`config.mk`:
```
export PLATFORM = sky130hd
export DESIGN_NAME = fetch_pc_unit_flat
export DESIGN_NICKNAME = d
export VERILOG_FILES = /design/src/rtl/fetch_pc_unit_if.sv /design/src/rtl/fetch_pc_unit.sv /design/src/flat_wrapper.sv
export SDC_FILE = /design/constraint.sdc
export NUM_CORES = 1
export LEC_CHECK = 0
export CAP_MARGIN = 20
export CORE_MARGIN = 2
export CORE_UTILIZATION = 26
export DETAILED_ROUTE_END_ITERATION = 16
export SYNTH_ARGS = -nofsm -noshare
export SYNTH_HDL_FRONTEND = slang
export SYNTH_SLANG_ARGS = --single-unit
```
`constraint.sdc`:
```
create_clock -name clk -period 3.4 [get_ports clk]
set_clock_uncertainty 0.05 [all_clocks]
set_input_delay 0.51 -clock clk [delete_from_list [all_inputs] [get_ports clk]]
set_output_delay 0.51 -clock clk [all_outputs]
set_load 0.02 [all_outputs]
```
`src/rtl/fetch_pc_unit_if.sv`:
```
// Fetch-stage bus bundle: the instruction-memory address/data pair, the
// decode-side control inputs (stall, redirect) and the IF/ID output bundle.
// The master modport is the fetch unit; slave is the surrounding pipeline/memory.
interface fetch_pc_unit_if #(
    parameter int unsigned PC_W = 32
);
    logic [PC_W-1:0] imem_addr;
    logic [31:0]     imem_data;
    logic            id_stall;
    logic            redirect;
    logic [PC_W-1:0] redirect_pc;
    logic [31:0]     if_instr;
    logic [PC_W-1:0] if_pc;
    logic            if_valid;
    logic            fetch_fault;

    modport master (
        output imem_addr,
        output if_instr,
        output if_pc,
        output if_valid,
        output fetch_fault,
        input  imem_data,
        input  id_stall,
        input  redirect,
        input  redirect_pc
    );

    modport slave (
        input  imem_addr,
        input  if_instr,
        input  if_pc,
        input  if_valid,
        input  fetch_fault,
        output imem_data,
        output id_stall,
        output redirect,
        output redirect_pc
    );
endinterface

```
`src/rtl/fetch_pc_unit.sv`:
```
// Program counter and fetch sequencer in front of a synchronous-read,
// word-addressed instruction memory. Tracks which PC the registered memory
// output belongs to and presents {instr, pc, valid} to IF/ID.
// Optional performance counters are compiled in with `define FETCH_PERF_EN.
module fetch_pc_unit #(
    parameter int unsigned    PC_W       = 32,
    parameter logic [PC_W-1:0] RESET_PC  = '0,
    parameter int unsigned    IMEM_DEPTH = 128
) (
    input  logic               clk,
    input  logic               rst_n,
    fetch_pc_unit_if.master    bus
`ifdef FETCH_PERF_EN
    ,
    output logic [31:0]        perf_fetch_cnt,
    output logic [31:0]        perf_stall_cnt
`endif
);

    localparam logic [PC_W-1:0] DEPTH = PC_W'(IMEM_DEPTH);

    logic [PC_W-1:0] pc_q, pc_d;          // next sequential fetch address
    logic [PC_W-1:0] rsp_pc_q, rsp_pc_d;  // address whose data is on imem_data
    logic            rsp_valid_q, rsp_valid_d;
    logic            fault_q, fault_d;

    logic [PC_W-1:0] issue_addr;
    logic            hold_rsp;
    logic            new_fault;
    logic            if_valid_w;

    // Select the address issued to memory this cycle and flag out-of-range issues.
    always_comb begin
        hold_rsp   = bus.id_stall && rsp_valid_q;
        issue_addr = pc_q;
        if (fault_q) begin
            issue_addr = pc_q;
        end else if (bus.redirect) begin
            issue_addr = bus.redirect_pc;
        end else if (hold_rsp) begin
            // Re-read the held instruction so imem_data stays stable.
            issue_addr = rsp_pc_q;
        end
        new_fault = !fault_q && (issue_addr >= DEPTH);
    end

    // Next-state: fault freezes everything, redirect beats stall, stall beats advance.
    always_comb begin
        pc_d        = pc_q;
        rsp_pc_d    = rsp_pc_q;
        rsp_valid_d = rsp_valid_q;
        fault_d     = fault_q;
        if (!fault_q) begin
            if (new_fault) begin
                fault_d     = 1'b1;
                rsp_valid_d = 1'b0;
            end else if (bus.redirect) begin
                rsp_pc_d    = issue_addr;
                rsp_valid_d = 1'b1;
                pc_d        = issue_addr + 1'b1;
            end else if (bus.id_stall) begin
                // With nothing held yet, the stalled cycle still issues pc_q
                // but does not step past it.
                if (!rsp_valid_q) begin
                    rsp_pc_d    = issue_addr;
                    rsp_valid_d = 1'b1;
                end
            end else begin
                rsp_pc_d    = issue_addr;
                rsp_valid_d = 1'b1;
                pc_d        = issue_addr + 1'b1;
            end
        end
    end

    // State registers; reset drops any in-flight response.
    always_ff @(posedge clk) begin
        if (!rst_n) begin
            pc_q        <= RESET_PC;
            rsp_pc_q    <= '0;
            rsp_valid_q <= 1'b0;
            fault_q     <= 1'b0;
        end else begin
            pc_q        <= pc_d;
            rsp_pc_q    <= rsp_pc_d;
            rsp_valid_q <= rsp_valid_d;
            fault_q     <= fault_d;
        end
    end

    // A redirect kills the wrong-path instruction currently on the memory output.
    assign if_valid_w      = rsp_valid_q && !bus.redirect && !fault_q;
    assign bus.imem_addr   = issue_addr;
    assign bus.if_instr    = bus.imem_data;
    assign bus.if_pc       = rsp_pc_q;
    assign bus.if_valid    = if_valid_w;
    assign bus.fetch_fault = fault_q;

`ifdef FETCH_PERF_EN
    logic [31:0] perf_fetch_q, perf_stall_q;

    // Count accepted instructions and cycles where a live instruction was stalled.
    always_ff @(posedge clk) begin
        if (!rst_n) begin
            perf_fetch_q <= '0;
            perf_stall_q <= '0;
        end else if (if_valid_w) begin
            if (bus.id_stall) begin
                perf_stall_q <= perf_stall_q + 32'd1;
            end else begin
                perf_fetch_q <= perf_fetch_q + 32'd1;
            end
        end
    end

    assign perf_fetch_cnt = perf_fetch_q;
    assign perf_stall_cnt = perf_stall_q;
`endif

endmodule

```
`src/flat_wrapper.sv`:
```
// flat-port wrapper written by rule: the top's interface ports become plain ports
module fetch_pc_unit_flat 
#(
    parameter int unsigned    PC_W       = 32,
    parameter logic [PC_W-1:0] RESET_PC  = '0,
    parameter int unsigned    IMEM_DEPTH = 128
)
  (clk, rst_n, bus_imem_addr, bus_if_instr, bus_if_pc, bus_if_valid, bus_fetch_fault, bus_imem_data, bus_id_stall, bus_redirect, bus_redirect_pc);
  fetch_pc_unit_if #(.PC_W(PC_W)) bus_i ();
  input  logic clk;
  input  logic rst_n;
  output wire logic [$bits(bus_i.imem_addr)-1:0] bus_imem_addr;
  output wire logic [$bits(bus_i.if_instr)-1:0] bus_if_instr;
  output wire logic [$bits(bus_i.if_pc)-1:0] bus_if_pc;
  output wire logic [$bits(bus_i.if_valid)-1:0] bus_if_valid;
  output wire logic [$bits(bus_i.fetch_fault)-1:0] bus_fetch_fault;
  input wire logic [$bits(bus_i.imem_data)-1:0] bus_imem_data;
  input wire logic [$bits(bus_i.id_stall)-1:0] bus_id_stall;
  input wire logic [$bits(bus_i.redirect)-1:0] bus_redirect;
  input wire logic [$bits(bus_i.redirect_pc)-1:0] bus_redirect_pc;
  assign bus_imem_addr = bus_i.imem_addr;
  assign bus_if_instr = bus_i.if_instr;
  assign bus_if_pc = bus_i.if_pc;
  assign bus_if_valid = bus_i.if_valid;
  assign bus_fetch_fault = bus_i.fetch_fault;
  assign bus_i.imem_data = bus_imem_data;
  assign bus_i.id_stall = bus_id_stall;
  assign bus_i.redirect = bus_redirect;
  assign bus_i.redirect_pc = bus_redirect_pc;
  fetch_pc_unit #(.PC_W(PC_W), .RESET_PC(RESET_PC), .IMEM_DEPTH(IMEM_DEPTH)) u_core (.clk(clk), .rst_n(rst_n), .bus(bus_i));
endmodule
```
==> Word-level counts from Yosys, hierarchy flattened <==
Index checks and enable logic that the tools add are counted.
{ "word_totals": {"regBits": 66} }
{ "classes": {"addsub": 1, "magnitude_cmp": 1, "n_eq_ne": 2, "mux": 11, "bitwise_logic": 2, "n_reduce_logical": 8} }
{ "op_table": {"columns": ["op", "n"], "rows": [
  ["two-way mux 32 bit", 8],
  ["adder 32 x 1 -> 32 bit (second input constant)", 1],
  [">= comparator 32 x 8 -> 1 bit (second input constant)", 1],
  ["AND reduction 3 bit", 2],
  ["logical AND 1 bit", 4],
  ["two-way mux 1 bit", 3],
  ["!= test 3 bit (second input constant)", 1],
  ["zero test 1 bit", 2],
  ["!= test 2 x 1 -> 1 bit (second input constant)", 1],
  ["inverter 1 bit", 2]
]} }

==> Depth between registers and ports, before layout <==
Gate-level depths: netlist of the first run.
{ "logic_depth": {"word_depth": 8, "ltp_mapped": 14, "depth_no_buf": 10} }

==> Worst setup path after synthesis of the first run <==
OpenSTA, ideal clock, no wires.
{ "synth_timing": {"path_type": "input port to flip-flop", "start": "input bus_redirect", "end": "register u_core.rsp_pc_q[10], in the netlist u_core.bus.if_pc[10]", "setup_ns": 0.115, "arrival_ns": 2.869, "t_required_ns": 3.235, "setup_slack_ns": 0.366, "path_stages": 14, "path_cell_list": "buf_6 buf_6 buf_2 nand4b_1 a21oi_1 a21o_1 inv_1 ha_1 nand3_1 and4b_1 a211oi_4 a21oi_1 clkbuf_1 and2_1"} }
{ "synth_via": {"elab_chain_len": 6, "word_cells_on_any_way": 10} }
{ "synth_lines": {"columns": ["item", "line_no", "text"], "rows": [
  ["start: declaration", "flat_wrapper.sv:19", "input wire logic [$bits(bus_i.redirect)-1:0] bus_redirect;"],
  ["two-way mux 32 bit", "fetch_pc_unit.sv:38", "end else if (bus.redirect) begin"],
  ["two-way mux 32 bit", "fetch_pc_unit.sv:36", "if (fault_q) begin"],
  ["via bus_imem_addr[0]", "flat_wrapper.sv:12", "output wire logic [$bits(bus_i.imem_addr)-1:0] bus_imem_addr;"],
  [">= comparator 32 x 8 -> 1 bit", "fetch_pc_unit.sv:44", "new_fault = !fault_q && (issue_addr >= DEPTH);"],
  ["logical AND 1 bit", "fetch_pc_unit.sv:44", null],
  ["inverter 1 bit (no line)", null, null],
  ["AND reduction 3 bit (no line)", null, null],
  ["end signal: assignment", "fetch_pc_unit.sv:85", "rsp_pc_q <= rsp_pc_d;"],
  ["end: declaration", "fetch_pc_unit.sv:23", "logic [PC_W-1:0] rsp_pc_q, rsp_pc_d;"]
]} }
The timed path passes the listed nets, and every way through them passes these cells. The select of a mux whose other input is x is not followed.
A chain may end at the register's enable or synchronous reset.

==> Final worst setup path of the first run <==
{ "layout_timing": {"start": "input bus_redirect", "end": "output bus_imem_addr[6]"} }
{ "layout_via": {"elab_chain_len": 2} }
{ "layout_lines": {"columns": ["item", "line_no"], "rows": [
  ["two-way mux 32 bit", "fetch_pc_unit.sv:38"],
  ["two-way mux 32 bit", "fetch_pc_unit.sv:36"],
  ["end: declaration", "flat_wrapper.sv:12"]
]} }
No other way between the ends.

==> reports/metrics.yaml, run 1 <==
status: "completed"
hold_end: "u_core.pc_q[1]"
synth_cell_types: 62
seq_area_frac_synth_pct: 36.5
ant_nets: 0
grt_max_degree: 49
htreeDepth: 3
antenna_found_initial: 0
dr.pass1.iters: 4
cts_tree: "yes"
async_flop_share_pct: 0
num_vias: 3414
ctsHoldBuffers: 0
ioPinCount: 166
hold_class: "flip-flop to flip-flop"
synth_nets: 487
r2r-end: "u_core.bus.if_pc[4]"
wirelength_mm: 11.9
hold_violations: 0
ir_worst_vdd_uv: 208
p_comb_share_pct: 16.0
ys_ff_latch: 66
crit_fanout: 48
design_power_total_mw: 2.16
maxCapViolations: 0
drv_slew: 0
drt_iter0_markers: 183
wl_per_cell_um: 17.6
synth_warnings: 0
worstMarginPinSlew_ps: 495
hold_path_depth: 2
cp.arrival_ps: 2730
start_util_pct: 26.4
grt_overflow: 0
finalCoreUtilization_pct: 37.1
path_clk_slew_ps: 50
synth-main-ff-cell: "dfxtp_1"
clock_latency_ps: 330
power_frac_clock_pct: 47.8
grt_pass1_vias: 3421
die_area_sq_um: 14900
syn-cell-area_sq_um: 3620
p_sw_mw: 0.532
dpl.hpwl_mm: 8.82
tns_ps: 0
diodes: 0
avgSynthCellArea_sq_um: 8.69
crit_type: "input pin to output pin"
setup_viol: 0
rsz0062_at_grt: "no"
die_x_um: 122
synth-edff-count: 0
portBuffers: 101
required_ps: 2840
p_int_mw: 1.63
layout.nets: 564
row_count: 43
r2r-start: "u_core.rsp_valid_q"
p_per_area_nw_per_um2: 424
switching_share_pct: 24.6
coreArea_sq_um: 13700
period_needed_ps: 3290
max-slew-margin-rel_pct: 67.0
cts.sinks: 66
rrSetupSlack_ps: 730
fin_area_sq_um: 5090
fin_ws_ps: 111
cts-buffers-inserted: 9
seq_power_share_pct: 36.2
grt_pass1_wl_mm: 18.7
hp-start: "u_core.pc_q[1]"
power.leakage_nw: 2.00
cts_buffer_depth: 2
timing.fmax_ghz: 0.304
gp_congestion: 0.836
die_height_um: 122
layout-drive-gt1-share_pct: 11.2
worst_r2r_path_depth: 11
cp-start-kind: "input pin"
synthCells: 417
viasPerCell: 5.03
area_growth_pct: 40.6
period_share_pct: 96.7
placed_area_sq_um: 4730
drc: 0
dp_worst_setup_slack_ps: 95.9
cts-root-buf: "clkbuf_16"
grt.total_usage_pct: 16.3
critPathCaptureType: "output pin"
-- cells in the mapped netlist (4+ instances only) --
master | number | area [sq um]
a21o_1 | 4 | 30.0
a21oi_1 | 26 | 130
a22oi_1 | 4 | 30.0
a311oi_1 | 5 | 43.8
and2_1 | 28 | 175
and3_1 | 26 | 163
buf_2 | 9 | 45.0
buf_4 | 34 | 255
clkbuf_1 | 15 | 56.3
dfxtp_1 | 66 | 1320
inv_1 | 6 | 22.5
mux2i_1 | 8 | 80.1
nand2_1 | 27 | 101
nand2b_1 | 5 | 31.3
nand3_1 | 4 | 20.0
nor2_1 | 18 | 67.6
nor2b_1 | 10 | 62.6
nor4_1 | 7 | 43.8
nor4bb_1 | 10 | 100
o21a_1 | 11 | 82.6
o21ai_0 | 11 | 55.1
o21ai_1 | 4 | 20.0
o22a_1 | 6 | 52.6
o22ai_1 | 14 | 87.6
o31a_1 | 4 | 35.0
-- registers in the layout (all words and copies together) (netlist names) --
signal,count
u_core.pc_q,32
u_core.rsp_valid_q,1
u_core.bus.fetch_fault,1
u_core.bus.if_pc,32
-- what timing repair did --
| item | CTS | global route |
|---|---|---|
| buffers inserted | 0 | 1 |
| gates resized for setup | 0 | 1 |
| setup endpoints to repair | 0 | 16 |
-- cell type report --
class                      instances  area, sq um
clock buffer                      11          253
fill                            1393         8630
sequential                        66         1320
inverter                           6         22.5
multi-input combinational        285         1900
timing repair buffer             126         1290
tap                              180          225
clock inverter                     5         85.1
-- metal layers --
layer  GRT usage [%]  vias to the layer above  routed length [um]
li1                -                     1648                   -
met3            3.89                       23                 935
met4            5.89                        0                 251
met5               0                        -                   0
met2            25.4                      132                5300
met1            22.0                     1611                5450
-- critical path, stage by stage --
cell and delay (ps):
clkdlybuf4s50_1 450, buf_12 200, inv_1 360, o22a_1 280, o22a_1 270, clkdlybuf4s50_1 640
-- kinds of logic after synthesis --
logic type | share of synthesized area (%)
adders and majority gates | 0.691
muxes | 2.52
buffers and inverters | 11.1
AOI/OAI and AO/OA | 20.8
xor gates and xnor gates | 1.45
and+or+nand+nor | 27.0
DFF | 36.5
-- power by group through the flow --
stage	clock network [mW]	logic (mW)	registers [mW]
floorplan	0	0.230	0.799
CTS	1.04	0.344	0.782
finish	1.03	0.346	0.782
detailed placement	0	0.341	0.799
global route	1.08	0.372	0.782
global placement	0	0.339	0.799
-- how the worst max path moves through the flow --
| stage | to | cells past startpoint | startpoint | slack [ps] |
|---|---|---|---|---|
| 2_1_floorplan | u_core.bus.if_pc[10] | 14 | bus_redirect | 370 |
| 3_5_place_dp | u_core.pc_q[4] | 10 | bus_redirect | 100 |
| 5_1_grt | bus_imem_addr[4] | 7 | bus_redirect | 10 |
| 6_report | bus_imem_addr[6] | 6 | bus_redirect | 110 |
| 4_1_cts | bus_imem_addr[20] | 5 | u_core.rsp_valid_q | 30 |
| 3_3_place_gp | u_core.pc_q[7] | 10 | bus_id_stall | 130 |
-- layout by cell type (no fill, tap or decap), types with 7 or more instances in the layout --
| cell | n |
|---|---|
| o21a_1 | 11 |
| nor2b_1 | 10 |
| buf_4 | 18 |
| clkbuf_16 | 9 |
| nor4bb_1 | 10 |
| and3_1 | 26 |
| clkdlybuf4s50_1 | 101 |
| a21oi_1 | 26 |
| nor2_1 | 18 |
| o21ai_0 | 11 |
| dfxtp_1 | 65 |
| mux2i_1 | 8 |
| o22ai_1 | 14 |
| nor4_1 | 7 |
| and2_1 | 28 |
| nand2_1 | 27 |
| buf_12 | 7 |
-- through the flow --
stage / hold WS [ps] / cells
floorplan: 388 / 417
global placement: 400 / 662
detailed placement: 416 / 662
CTS: 424 / 678
global route: 437 / 679
finish: 419 / 679
Note: power is estimated with default switching activity, not from simulation.
==> inputs of run 2 (changes only) <==
ABC_AREA = 1   (was default)
CORE_UTILIZATION = 35   (was 26)
PLACE_DENSITY = 0.69   (was default)
==> reports/metrics.yaml, run 2 <==
cts_tree: "yes"
critPathCaptureType: "output pin"
path_clk_slew_ps: 70  # +20 ps
crit_type: "input pin to output pin"
cts.sinks: 66  # unchanged
dpl.hpwl_mm: 8.27  # -6.2%
num_vias: 3712  # +8.7%
wirelength_mm: 11.3  # -5.2%
drt_iter0_markers: 204  # +11%
row_count: 37  # -14%
p_per_area_nw_per_um2: 351  # -17%
viasPerCell: 4.68  # -7.0%
cts-root-buf: "clkbuf_8"
worstPathCellList: "clkdlybuf4s50_1 > nand2_4 > buf_4 > nand2_2 > nand2_2 > nand2_1 > nand2_1 > inv_1 > clkdlybuf4s50_1"
synth-edff-count: 0  # unchanged
cts_buffer_depth: 2  # unchanged
grt_overflow: 0  # unchanged
grt.total_usage_pct: 19.8  # +3.5 points
rsz0062_at_grt: "no"
diodes: 0  # unchanged
ctsResizeCount: 0  # unchanged
wl_per_cell_um: 14.3  # -19%
yosysMostFrequentCell: "nand2_1"
synth_cell_types: 33  # -47%
fill_cells: 1107  # -21%
grt_pass1_vias: 3540  # +3.5%
drv_slew: 0  # unchanged
max-slew-margin-rel_pct: 63.9  # -3.0 points
startpoint: "bus_id_stall"
clock_latency_ps: 350  # +20 ps
portBuffers: 101  # unchanged
dr.pass1.iters: 4  # unchanged
htreeDepth: 3  # unchanged
antenna_found_initial: 0  # unchanged
synth_nets: 656  # +35%
timing.fmax_ghz: 0.315  # +3.6%
worstMarginPinSlew_ps: 541  # +45.6 ps
ir_worst_vdd_uv: 186  # -11%
ioPinCount: 166  # unchanged
start_util_pct: 36.3  # +9.9 points
gp_congestion: 0.895  # +7.1%
setup_viol: 0  # unchanged
cp.arrival_ps: 2610  # -120 ps
coreArea_sq_um: 10400  # -24%
r2r-end: "u_core.pc_q[14]"
syn-cell-area_sq_um: 3780  # +4.3%
yosys-top-cells-area: "dfxtp_1 35%, nand2_1 17%, nor2_1 8.4%"
ant_nets: 0  # unchanged
drc: 0  # unchanged
avgSynthCellArea_sq_um: 6.45  # -26%
die_area_sq_um: 11600  # -22%
area_growth_pct: 28.3
grt_max_degree: 51  # +4.1%
grt_pass1_wl_mm: 17.8  # -4.5%
maxCapViolations: 0  # unchanged
post_cts_buffers: 0  # unchanged
layout-drive-gt1-share_pct: 8.66  # -2.6 points
synth-main-ff-cell: "dfxtp_1"
tns_ps: 0  # unchanged
synth_warnings: 0  # unchanged
period_share_pct: 93.3  # -3.4 points
synth_common_cells: "170 x nand2_1, 85 x nor2_1, 67 x inv_1"
period_needed_ps: 3170  # -115 ps
ys_ff_latch: 66  # unchanged
die_height_um: 108  # -12%
seq_area_frac_synth_pct: 35.0  # -1.5 points
final_cell_mix: "170 x nand2_1, 101 x clkdlybuf4s50_1, 85 x nor2_1"
r2r-start: "u_core.rsp_valid_q"
layout_commonest_cell: "nand2_1"
cts-buffers-inserted: 9  # unchanged
status: "completed"
crit_fanout: 17  # -65%
cp-start-kind: "input pin"
rrSetupSlack_ps: 580  # -150 ps
crit_path_end: "bus_imem_addr[4]"
crit_slowest_cell: "clkdlybuf4s50_1"
synth_top_cell_area_share_pct: 35.0  # -1.5 points
required_ps: 2840  # about the same
layout.nets: 724  # +28%
power.leakage_nw: 2.19  # +9.6%
yosysTopAreaCell: "dfxtp_1"
hold_violations: 0  # unchanged
die_x_um: 108  # -12%
synthCells: 586  # +41%
slowest_delay_ps: 610  # -30 ps
holdWs_ps: 395  # -24.5 ps
ctsHoldBuffers: 0  # unchanged
hold_class: "flip-flop to flip-flop"
worst_r2r_path_depth: 13  # +2
async_flop_share_pct: 0  # unchanged
==> run 2: cell count changes after synthesis, sizes merged, moves of 11 or more <==
cell | before | now
nand3 | 4 | 32
nor3 | 3 | 25
a21oi | 26 | 13
and2 | 28 | 0
nand2 | 29 | 173
o21a | 11 | 0
inv | 6 | 69
or2 | 2 | 13
nor2 | 19 | 96
and3 | 26 | 0
==> run 2: final cells by class <==
cell class / instances / area (sq um) / area share (%)
Sequential cell: 66 / 1320 / 27.3
Timing Repair Buffer: 118 / 1150 / 23.7
Inverter: 69 / 259 / 5.34
Clock buffer: 12 / 145 / 2.99
Tap cell: 136 / 170 / 3.51
Multi-Input combinational cell: 390 / 1760 / 36.3
Clock inverter: 3 / 40.0 / 0.826
==> run 2: metrics by stage <==
stage | area (sq um) | instances | utilization, % | power (mW) | worst slack (ps)
6_report | 4850 | 794 | 46.5 | 1.70 | 226
5_1_grt | 4850 | 794 | 46.5 | 1.77 | 81.0
4_1_cts | 4850 | 794 | 46.5 | 1.71 | 205
3_5_place_dp | 4660 | 779 | 44.8 | 1.06 | 124
3_3_place_gp | 4660 | 779 | 44.8 | 1.06 | 169
2_1_floorplan | 3780 | 586 | - | 0.998 | 670
==> run 2: worst max-delay path, delay by kind of cell <==
kind	cells	cell delay (ps)
buffers and inverters	4	1440
and+or+nand+nor	5	650
==> run 2: power breakdown <==
part / switching [mW] / internal [mW]
registers: 0.000898 / 0.774
clock network: 0.302 / 0.353
logic: 0.155 / 0.117
==> run 2: cell families (layout without fill, tap and decap cells) <==
family,after synthesis,count (layout),share of synthesized area [%]
AOI/OAI and AO/OA,42,42,6.32
adders and majority gates,2,2,0.662
DFF,66,66,35.0
buffers and inverters,130,202,18.4
and+or+nand+nor,342,342,38.7
xor gates and xnor gates,4,4,0.927
==> run 2: worst min-delay path by stage <==
stage	start	depth (start not counted)	slack, ps	endpoint
6_report	u_core.pc_q[30]	2	390	u_core.pc_q[30]
5_1_grt	u_core.pc_q[27]	2	410	u_core.pc_q[27]
4_1_cts	u_core.pc_q[30]	2	400	u_core.pc_q[30]
3_5_place_dp	u_core.pc_q[30]	2	380	u_core.pc_q[30]
3_3_place_gp	u_core.pc_q[8]	2	380	u_core.pc_q[8]
2_1_floorplan	u_core.pc_q[14]	2	370	u_core.pc_q[14]
==> run 2: routing by layer <==
metal	track usage, %	vias to the layer above	wire length, um
li1	-	1890	-
met5	0	-	0
met4	6.96	0	164
met1	26.1	1665	5050
met2	31.6	137	5150
met3	4.72	20	958
==> inputs of run 3 (changes only) <==
PLACE_DENSITY = 0.73   (was 0.69)
==> reports/metrics.yaml, run 3 (synthesized netlist as in run 2, its figures left out) <==
post_cts_buffers: 0  # unchanged
fin_ws_ps: 165  # -61.6 ps
diodes: 0  # unchanged
htreeDepth: 3  # unchanged
dpl.hpwl_mm: 8.01  # -3.1%
cp.arrival_ps: 2680  # +70 ps
start_util_pct: 36.3  # unchanged
portBuffers: 101  # unchanged
layout_commonest_cell: "nand2_1"
cts_buffer_depth: 2  # unchanged
holdWs_ps: 394  # -0.983 ps
power.leakage_nw: 2.23  # +1.4%
clock_latency_ps: 350  # about the same
crit_fanout: 7  # -10
dr.pass1.iters: 4  # unchanged
status: "completed"
ir_worst_vdd_uv: 191  # +2.6%
viasPerCell: 4.79  # +2.5%
period_needed_ps: 3240  # +61.6 ps
layout-drive-gt1-share_pct: 9.10  # +0.44 points
drc: 0  # unchanged
max-slew-margin-rel_pct: 64.3  # +0.33 points
antenna_found_initial: 0  # unchanged
grt_max_degree: 51  # unchanged
fill_cells: 1043  # -5.8%
grtUsageMet3_pct: 3.93  # -0.79 points
crit_type: "input pin to output pin"
layout.nets: 724  # unchanged
timing.fmax_ghz: 0.309  # -1.9%
cts_tree: "yes"
cts-buffers-inserted: 9  # unchanged
hold_violations: 0  # unchanged
area_growth_pct: 30.0
maxCapViolations: 0  # unchanged
period_share_pct: 95.2  # +1.8 points
finalCoreUtilization_pct: 47.2  # +0.62 points
die_x_um: 108  # unchanged
die_height_um: 108  # unchanged
tns_ps: 0  # unchanged
ant_nets: 0  # unchanged
cts-root-buf: "clkbuf_8"
wirelength_mm: 11.0  # -2.6%
drv_slew: 0  # unchanged
coreArea_sq_um: 10400  # unchanged
top_usage_layer: "met2"
grt_pass1_wl_mm: 17.6  # -1.6%
setup_viol: 0  # unchanged
gp_congestion: 0.883  # -1.4%
final_cell_mix: "170 x nand2_1, 101 x clkdlybuf4s50_1, 85 x nor2_1"
hold_class: "flip-flop to flip-flop"
wl_per_cell_um: 13.9  # -2.8%
cp-start-kind: "input pin"
path_clk_slew_ps: 70  # about the same
p_per_area_nw_per_um2: 382  # +8.7%
required_ps: 2840  # about the same
ctsHoldBuffers: 0  # unchanged
use_met2_pct: 31.0  # -0.58 points
critPathCaptureType: "output pin"
ctsResizeCount: 0  # unchanged
drt_iter0_markers: 218  # +6.9%
num_vias: 3810  # +2.6%
grt_pass1_vias: 3609  # +1.9%
die_area_sq_um: 11600  # unchanged
rsz0062_at_grt: "no"
cts.sinks: 66  # unchanged
worstMarginPinSlew_ps: 536  # -4.99 ps
ioPinCount: 166  # unchanged
grt_use_met1_pct: 24.7  # -1.4 points
grt.total_usage_pct: 19.2  # -0.58 points
dp_worst_setup_slack_ps: 160  # +35.7 ps
grt_overflow: 0  # unchanged
row_count: 37  # unchanged
## run 3: cell types whose count changed in the layout (fill, tap and decap cells not counted)
cell / previous run / this run
clkinv_4: 0 / 1
bufinv_16: 1 / 3
clkinv_2: 2 / 1
clkbuf_1: 2 / 0
inv_6: 0 / 1
## run 3: path summary, 6_finish.rpt
path	cells after the start	end	slack, ps	start
max	7	bus_imem_addr[22]	160	bus_redirect
min	2	u_core.pc_q[19]	390	u_core.pc_q[19]
max reg2reg	8	u_core.bus.if_pc[31]	810	u_core.bus.fetch_fault
min reg2reg	2	u_core.pc_q[19]	390	u_core.pc_q[19]
## run 3: critical path: stages
cell and delay, ps:
clkdlybuf4s50_1 600, inv_2 120, a21oi_2 340, buf_4 230, nor2_1 70, a21oi_1 170
clkdlybuf4s50_1 640
## run 3: final cells by class
class,count,area [sq um],area share [%]
timing repair buffer,118,1150,23.4
clock inverter,6,113,2.29
tap,136,170,3.46
multi-input combinational,390,1760,35.9
clock buffer,10,138,2.80
inverter,69,259,5.27
sequential,66,1320,26.9
## run 3: power by group
| group | leakage [nW] | switching [mW] | total (mW) | internal, mW |
|---|---|---|---|---|
| Sequential | 0.532 | 0.000836 | 0.774 | 0.774 |
| Combinational | 1.57 | 0.156 | 0.273 | 0.117 |
| Clock | 0.127 | 0.319 | 0.829 | 0.510 |
## run 3: per-stage QoR
stage / instance area, sq um / total power [mW] / cells
floorplan: 3780 / 0.998 / 586
global placement: 4660 / 1.06 / 779
detailed placement: 4660 / 1.06 / 779
CTS: 4910 / 1.88 / 795
global route: 4910 / 1.94 / 795
finish: 4910 / 1.88 / 795
## run 3: routing by layer
metal  up-vias  part of all wire [%]
met3        22                   7.0
met2       143                    46
met1      1753                    44
met4         0                   2.2
met5         -                     0
li1       1892                     -
